$ cat src/rtl/serial_cmp_pkg.sv
// Shared types for the bit-serial magnitude comparator: FSM states, one-hot result
// ordered {gt, eq, lt}, and the per-bit decision step used while scanning MSB first.
package serial_cmp_pkg;

   localparam int DEF_WIDTH = 8;

   typedef enum logic [1:0] {
      IDLE = 2'd0,
      SCAN = 2'd1,
      DONE = 2'd2
   } state_t;

   typedef struct packed {
      logic gt;
      logic eq;
      logic lt;
   } cmp_res_t;

   typedef struct packed {
      logic differ;
      logic gt;
   } bit_step_t;

   // In two's complement the sign bit carries negative weight, so a set MSB means smaller.
   function automatic bit_step_t cmp_bit_step(
      input logic a_bit,
      input logic b_bit,
      input logic is_msb,
      input logic signed_mode
   );
      bit_step_t s;
      s.differ = a_bit ^ b_bit;
      s.gt     = (is_msb && signed_mode) ? ~a_bit : a_bit;
      return s;
   endfunction

   function automatic cmp_res_t res_from_gt(input logic gt_bit);
      cmp_res_t r;
      r.gt = gt_bit;
      r.eq = 1'b0;
      r.lt = ~gt_bit;
      return r;
   endfunction

endpackage

$ cat src/rtl/serial_compare_unit.sv
// Bit-serial MSB-first magnitude compare with valid/ready request and result handshakes.
// SERIAL_CMP_EARLY_EXIT_EN ends the scan at the first differing bit; otherwise it always runs WIDTH cycles.
module serial_compare_unit
   import serial_cmp_pkg::*;
#(
   parameter int WIDTH = DEF_WIDTH,
   parameter int CNT_W = $clog2(WIDTH) + 1
) (
   input  logic             clk,
   input  logic             rst_n,
   input  logic             req_valid,
   output logic             req_ready,
   input  logic [WIDTH-1:0] a,
   input  logic [WIDTH-1:0] b,
   input  logic             signed_mode,
   output logic             res_valid,
   input  logic             res_ready,
   output logic             gt,
   output logic             eq,
   output logic             lt,
   output logic [CNT_W-1:0] cycles
);

   localparam int IDX_W = (WIDTH > 1) ? $clog2(WIDTH) : 1;
   localparam logic [IDX_W-1:0] MSB_IDX = IDX_W'(WIDTH - 1);

   state_t           state;
   state_t           state_next;
   logic [WIDTH-1:0] a_q;
   logic [WIDTH-1:0] b_q;
   logic             smode_q;
   logic [IDX_W-1:0] idx;
   logic             found_q;
   logic             found_gt_q;
   cmp_res_t         res_q;
   cmp_res_t         res_next;
   logic [CNT_W-1:0] cycles_q;
   logic [CNT_W-1:0] cycles_next;
   logic             accept;
   logic             decide;
   bit_step_t        step;
`ifdef SERIAL_CMP_EARLY_EXIT_EN
   logic [CNT_W-1:0] cnt;
`endif

   always_comb begin
      step   = cmp_bit_step(a_q[idx], b_q[idx], idx == MSB_IDX, smode_q);
      accept = (state == IDLE) && req_valid;
`ifdef SERIAL_CMP_EARLY_EXIT_EN
      decide      = (state == SCAN) && (step.differ || (idx == '0));
      cycles_next = cnt + CNT_W'(1);
`else
      decide      = (state == SCAN) && (idx == '0);
      cycles_next = CNT_W'(WIDTH);
`endif
      // The first (most significant) difference wins; later bits never override it.
      res_next = '0;
      if (found_q) begin
         res_next = res_from_gt(found_gt_q);
      end else if (step.differ) begin
         res_next = res_from_gt(step.gt);
      end else begin
         res_next.eq = 1'b1;
      end
   end

   always_comb begin
      state_next = state;
      case (state)
         IDLE:    if (accept) state_next = SCAN;
         SCAN:    if (decide) state_next = DONE;
         DONE:    if (res_ready) state_next = IDLE;
         default: state_next = IDLE;
      endcase
   end

   always_ff @(posedge clk or negedge rst_n) begin
      if (!rst_n) begin
         state <= IDLE;
      end else begin
         state <= state_next;
      end
   end

   always_ff @(posedge clk or negedge rst_n) begin
      if (!rst_n) begin
         a_q        <= '0;
         b_q        <= '0;
         smode_q    <= 1'b0;
         idx        <= '0;
         found_q    <= 1'b0;
         found_gt_q <= 1'b0;
         res_q      <= '0;
         cycles_q   <= '0;
      end else if (accept) begin
         a_q        <= a;
         b_q        <= b;
         smode_q    <= signed_mode;
         idx        <= MSB_IDX;
         found_q    <= 1'b0;
         found_gt_q <= 1'b0;
      end else if (state == SCAN) begin
         if (decide) begin
            res_q    <= res_next;
            cycles_q <= cycles_next;
         end else begin
            idx <= idx - IDX_W'(1);
            if (step.differ && !found_q) begin
               found_q    <= 1'b1;
               found_gt_q <= step.gt;
            end
         end
      end
   end

`ifdef SERIAL_CMP_EARLY_EXIT_EN
   always_ff @(posedge clk or negedge rst_n) begin
      if (!rst_n) begin
         cnt <= '0;
      end else if (accept) begin
         cnt <= '0;
      end else if ((state == SCAN) && !decide) begin
         cnt <= cnt + CNT_W'(1);
      end
   end
`endif

   assign req_ready = (state == IDLE);
   assign res_valid = (state == DONE);
   assign gt        = res_q.gt;
   assign eq        = res_q.eq;
   assign lt        = res_q.lt;
   assign cycles    = cycles_q;

endmodule
$ cat config.mk
export PLATFORM = sky130hd
export DESIGN_NAME = serial_compare_unit
export DESIGN_NICKNAME = d
export VERILOG_FILES = /design/src/rtl/serial_cmp_pkg.sv /design/src/rtl/serial_compare_unit.sv
export SDC_FILE = /design/constraint.sdc
export NUM_CORES = 1
export LEC_CHECK = 0
export BUFFER_PORTS_ARGS = -buffer_cell sky130_fd_sc_hd__buf_2
export CORE_UTILIZATION = 53
export DETAILED_ROUTE_END_ITERATION = 16
export PLACE_DENSITY = 0.78
export SYNTH_ARGS = -nofsm -noshare
export SYNTH_HDL_FRONTEND = slang
export SYNTH_SLANG_ARGS = --single-unit
export TNS_END_PERCENT = 30
$ cat constraint.sdc
create_clock -name clk -period 2.43 [get_ports clk]
set_clock_uncertainty 0.1 [all_clocks]
set_input_delay 0.1215 -clock clk [delete_from_list [all_inputs] [get_ports clk]]
set_output_delay 0.1215 -clock clk [all_outputs]
set_load 0.01 [all_outputs]
==> metrics.csv <==
stage;metric;value;unit
worst_setup_path;Worst EP arrival;2.28;ns
die;# rows;18;
run_status;run status;finished, final reports clean;
global_routing;GRT overflow;0;
clock_network;CTS Buf Count;3;
clock_network;root buffer cell;clkbuf_4;
worst_setup_path;CP required;2.58;ns
global_routing;first-pass GRT wire length;4229;um
yosys;#FFs+latches synth;28;
worst_setup_path;CP max FO;12;
power;VDD IR max;0.8077;mV
yosys;Post-synth EDFFs;0;
detailed_routing;Routed Antenna Nets;0;
placement;placer congestion estimate;0.7812;
yosys;largest area contributor in the netlist;dfrtp_1;
global_routing;initial antenna violation count;0;
worst_hold_path;worst hold-check path type;in -> async;
global_routing;vias in the first global route;963;
yosys;top cells by area, synth;dfrtp_1 49%, mux2_2 14%, mux2i_1 5.6%;
global_routing;busiest grt layer;met2;
timing;Fin. Hold Viols;0;
power;Leak;0.8750;nW
clock_network;deepest clock path buffer count;2;
timing;slack of the critical path;0.3021;ns
die;IO Pins;30;
detailed_routing;WL final;2562;um
detailed_routing;Via Count;1022;
placement;IO buf count;26;
yosys;Cell Area, Synth;1426;um2
power;Pwr Total;0.002188;W
clock_network;H-tree depth;1;
global_routing;largest net degree at the start of global routing;29;
detailed_routing;drt drc;0;
clock_network;post_cts resized;0;
die;die area;2903;um2
timing;fin crit share;0.8757;
yosys;async set-reset flop share out of synthesis;1.000;
timing;highest clock rate;469.9;MHz
worst_setup_path;worst path cell trace;mux2_2 > xor2_1 > a22oi_4 > nand3_2 > o31ai_1;
worst_setup_path;Worst path depth;5;
die;effective utilization at floorplan;0.5706;
yosys;yosys warns;0;
worst_setup_path;Startpoint Class;register;
placement;Post-Place Setup Slack;0.3261;ns
detailed_routing;post-DR wirelength/cell;13.14;um
clock_network;post-CTS setup repair buffer count;0;
worst_setup_path;WS Path Type;reg -> reg;
timing;Worst Tran Pin Value;0.7548;ns
worst_setup_path;FF-to-FF Start;idx[1]$_DFFE_PN0P_;
detailed_routing;Iteration-0 DRC Markers;9;
die;Die W;53.88;um
timing;post-layout min period;2.128;ns
power;PD cells;1218;nW/um2
yosys;Yosys top cell area share;0.4912;
global_routing;Total Routing Usage GR;0.2073;
cells_and_area;fin nets;190;
yosys;cell with the most instances after synthesis;dfrtp_1;
timing;RSZ-0062 raised after global routing;no;
timing;setup TNS;0;ns
detailed_routing;Via density;5.241;
job;Max Cap Violations;0;
timing;Slew headroom;0.4956;
yosys;register area share after synthesis;0.4912;
global_routing;met2 Usage GRT;0.3621;
clock_network;hold buffers post-CTS;19;
global_routing;met3 Use GR;0.03390;
yosys;main flop type after synthesis;dfrtp_1;
global_routing;met1 GRT Util;0.2527;
detailed_routing;DR pass1 iterations;4;
worst_setup_path;critical path startpoint;idx[1]$_DFFE_PN0P_;
die;core footprint;2500;um2
yosys;Commonest cells post-synth;28 x dfrtp_1, 18 x mux2_2, 10 x nand2_1;
timing;Final Max Tran Viols;0;
worst_setup_path;crit-path leading delay family;flip-flops;
cells_and_area;Area Growth Syn to Fin;25.96;%
clock_network;CTS tree;yes;
die;DIE HEIGHT;53.88;um
worst_setup_path;Crit. End Element;register;
yosys;Avg Cell Area, Syn;11.99;um2
placement;HPWL Detailed;1757;um
cells_and_area;ANT cells;0;
clock_network;clock latency on the worst-skew pair;0.33;ns
yosys;Syn Inst Count;119;
yosys;post-synth cell types;33;
timing;final setup fails;0;
cells_and_area;layout cells sized above 1;0.3273;
worst_setup_path;worst-case reg-to-reg path depth;5;
clock_network;CTS Sinks;28;
worst_setup_path;Crit path largest cell delay;0.72;ns
worst_setup_path;Worst Path Buf+Inv;0;
cells_and_area;Final Util;0.7187;
clock_network;Worst-path clk slew;0.15;ns
worst_setup_path;slowest CP cell;dfrtp_1;
==> layout by cell type (no fill, tap or decap), drive strengths merged, types with 2 or more instances in the layout <==
cell type / n
inv: 4
nand3: 6
nand2: 10
buf: 28
mux2: 19
nand2b: 3
xnor2: 3
ha: 3
o21ai: 4
dlygate4sd3: 19
mux2i: 8
dfrtp: 28
nor2: 5
conb: 3
xor2: 3
nand4: 2
clkbuf: 4
==> layout make-up <==
cell class	count	area (um2)
Clock buffer	4	36.28
Fill cell	174	703.2
Inverter	4	15.01
Multi-Input combinational cell	82	671.9
Sequential cell	28	700.7
Tap cell	30	37.54
Timing Repair Buffer	47	335.3
==> sequential cells by signal, summed over array words and instances (netlist names), 2 cells and up <==
name	flops
state	2
a_q	8
b_q	8
idx	3
==> worst reg2reg max path, cell delays in order (launching register included) <==
cell     delay (ns)
dfrtp_1        0.72
mux2_2         0.43
xor2_1         0.19
a22oi_4        0.25
nand3_2        0.11
o31ai_1        0.25
==> path summary, 6_finish.rpt <==
check | to | slack (ns)
max | lt$_DFFE_PN0P_ | 0.30
min | state[1]$_DFFE_PN0P_ | 0.20
max reg2reg | lt$_DFFE_PN0P_ | 0.30
min reg2reg | cycles[3]$_DFFE_PN0P_ | 0.38
max in group asynchronous | a_q[0]$_DFFE_PN0P_ | 1.62
min in group clk | state[1]$_DFFE_PN0P_ | 0.38
==> power by group <==
| part | switching (W) | internal, W |
|---|---|---|
| Sequential | 0.000195 | 0.000691 |
| Combinational | 0.000507 | 0.000570 |
| Clock | 0.000134 | 0.0000918 |
==> metal layers <==
| layer | share of wire | vias to the layer above |
|---|---|---|
| met4 | 0.0090 | 0 |
| li1 | - | 501 |
| met3 | 0.025 | 4 |
| met5 | 0 | - |
| met2 | 0.52 | 21 |
| met1 | 0.44 | 496 |
==> cell families after synthesis <==
kind of cell,count (synthesis),share of synthesized area
flops,28,0.4912
other cells,1,0.002629
compound gates,11,0.06141
fa+ha+maj,3,0.02632
xor+xnor,6,0.03685
simple gates,31,0.1114
buf+inv,11,0.04298
mux,28,0.2272
==> per-stage QoR <==
stage | hold WS (ns) | area, um2 | std cells
after floorplan | -0.2741 | 1434 | 121
after global placement | 0.05624 | 1570 | 172
after detailed placement | 0.07086 | 1570 | 172
after CTS | 0.2337 | 1797 | 195
after global routing | 0.2885 | 1797 | 195
final | 0.2042 | 1797 | 195
No activity file was read; power rests on OpenSTA's default activity.
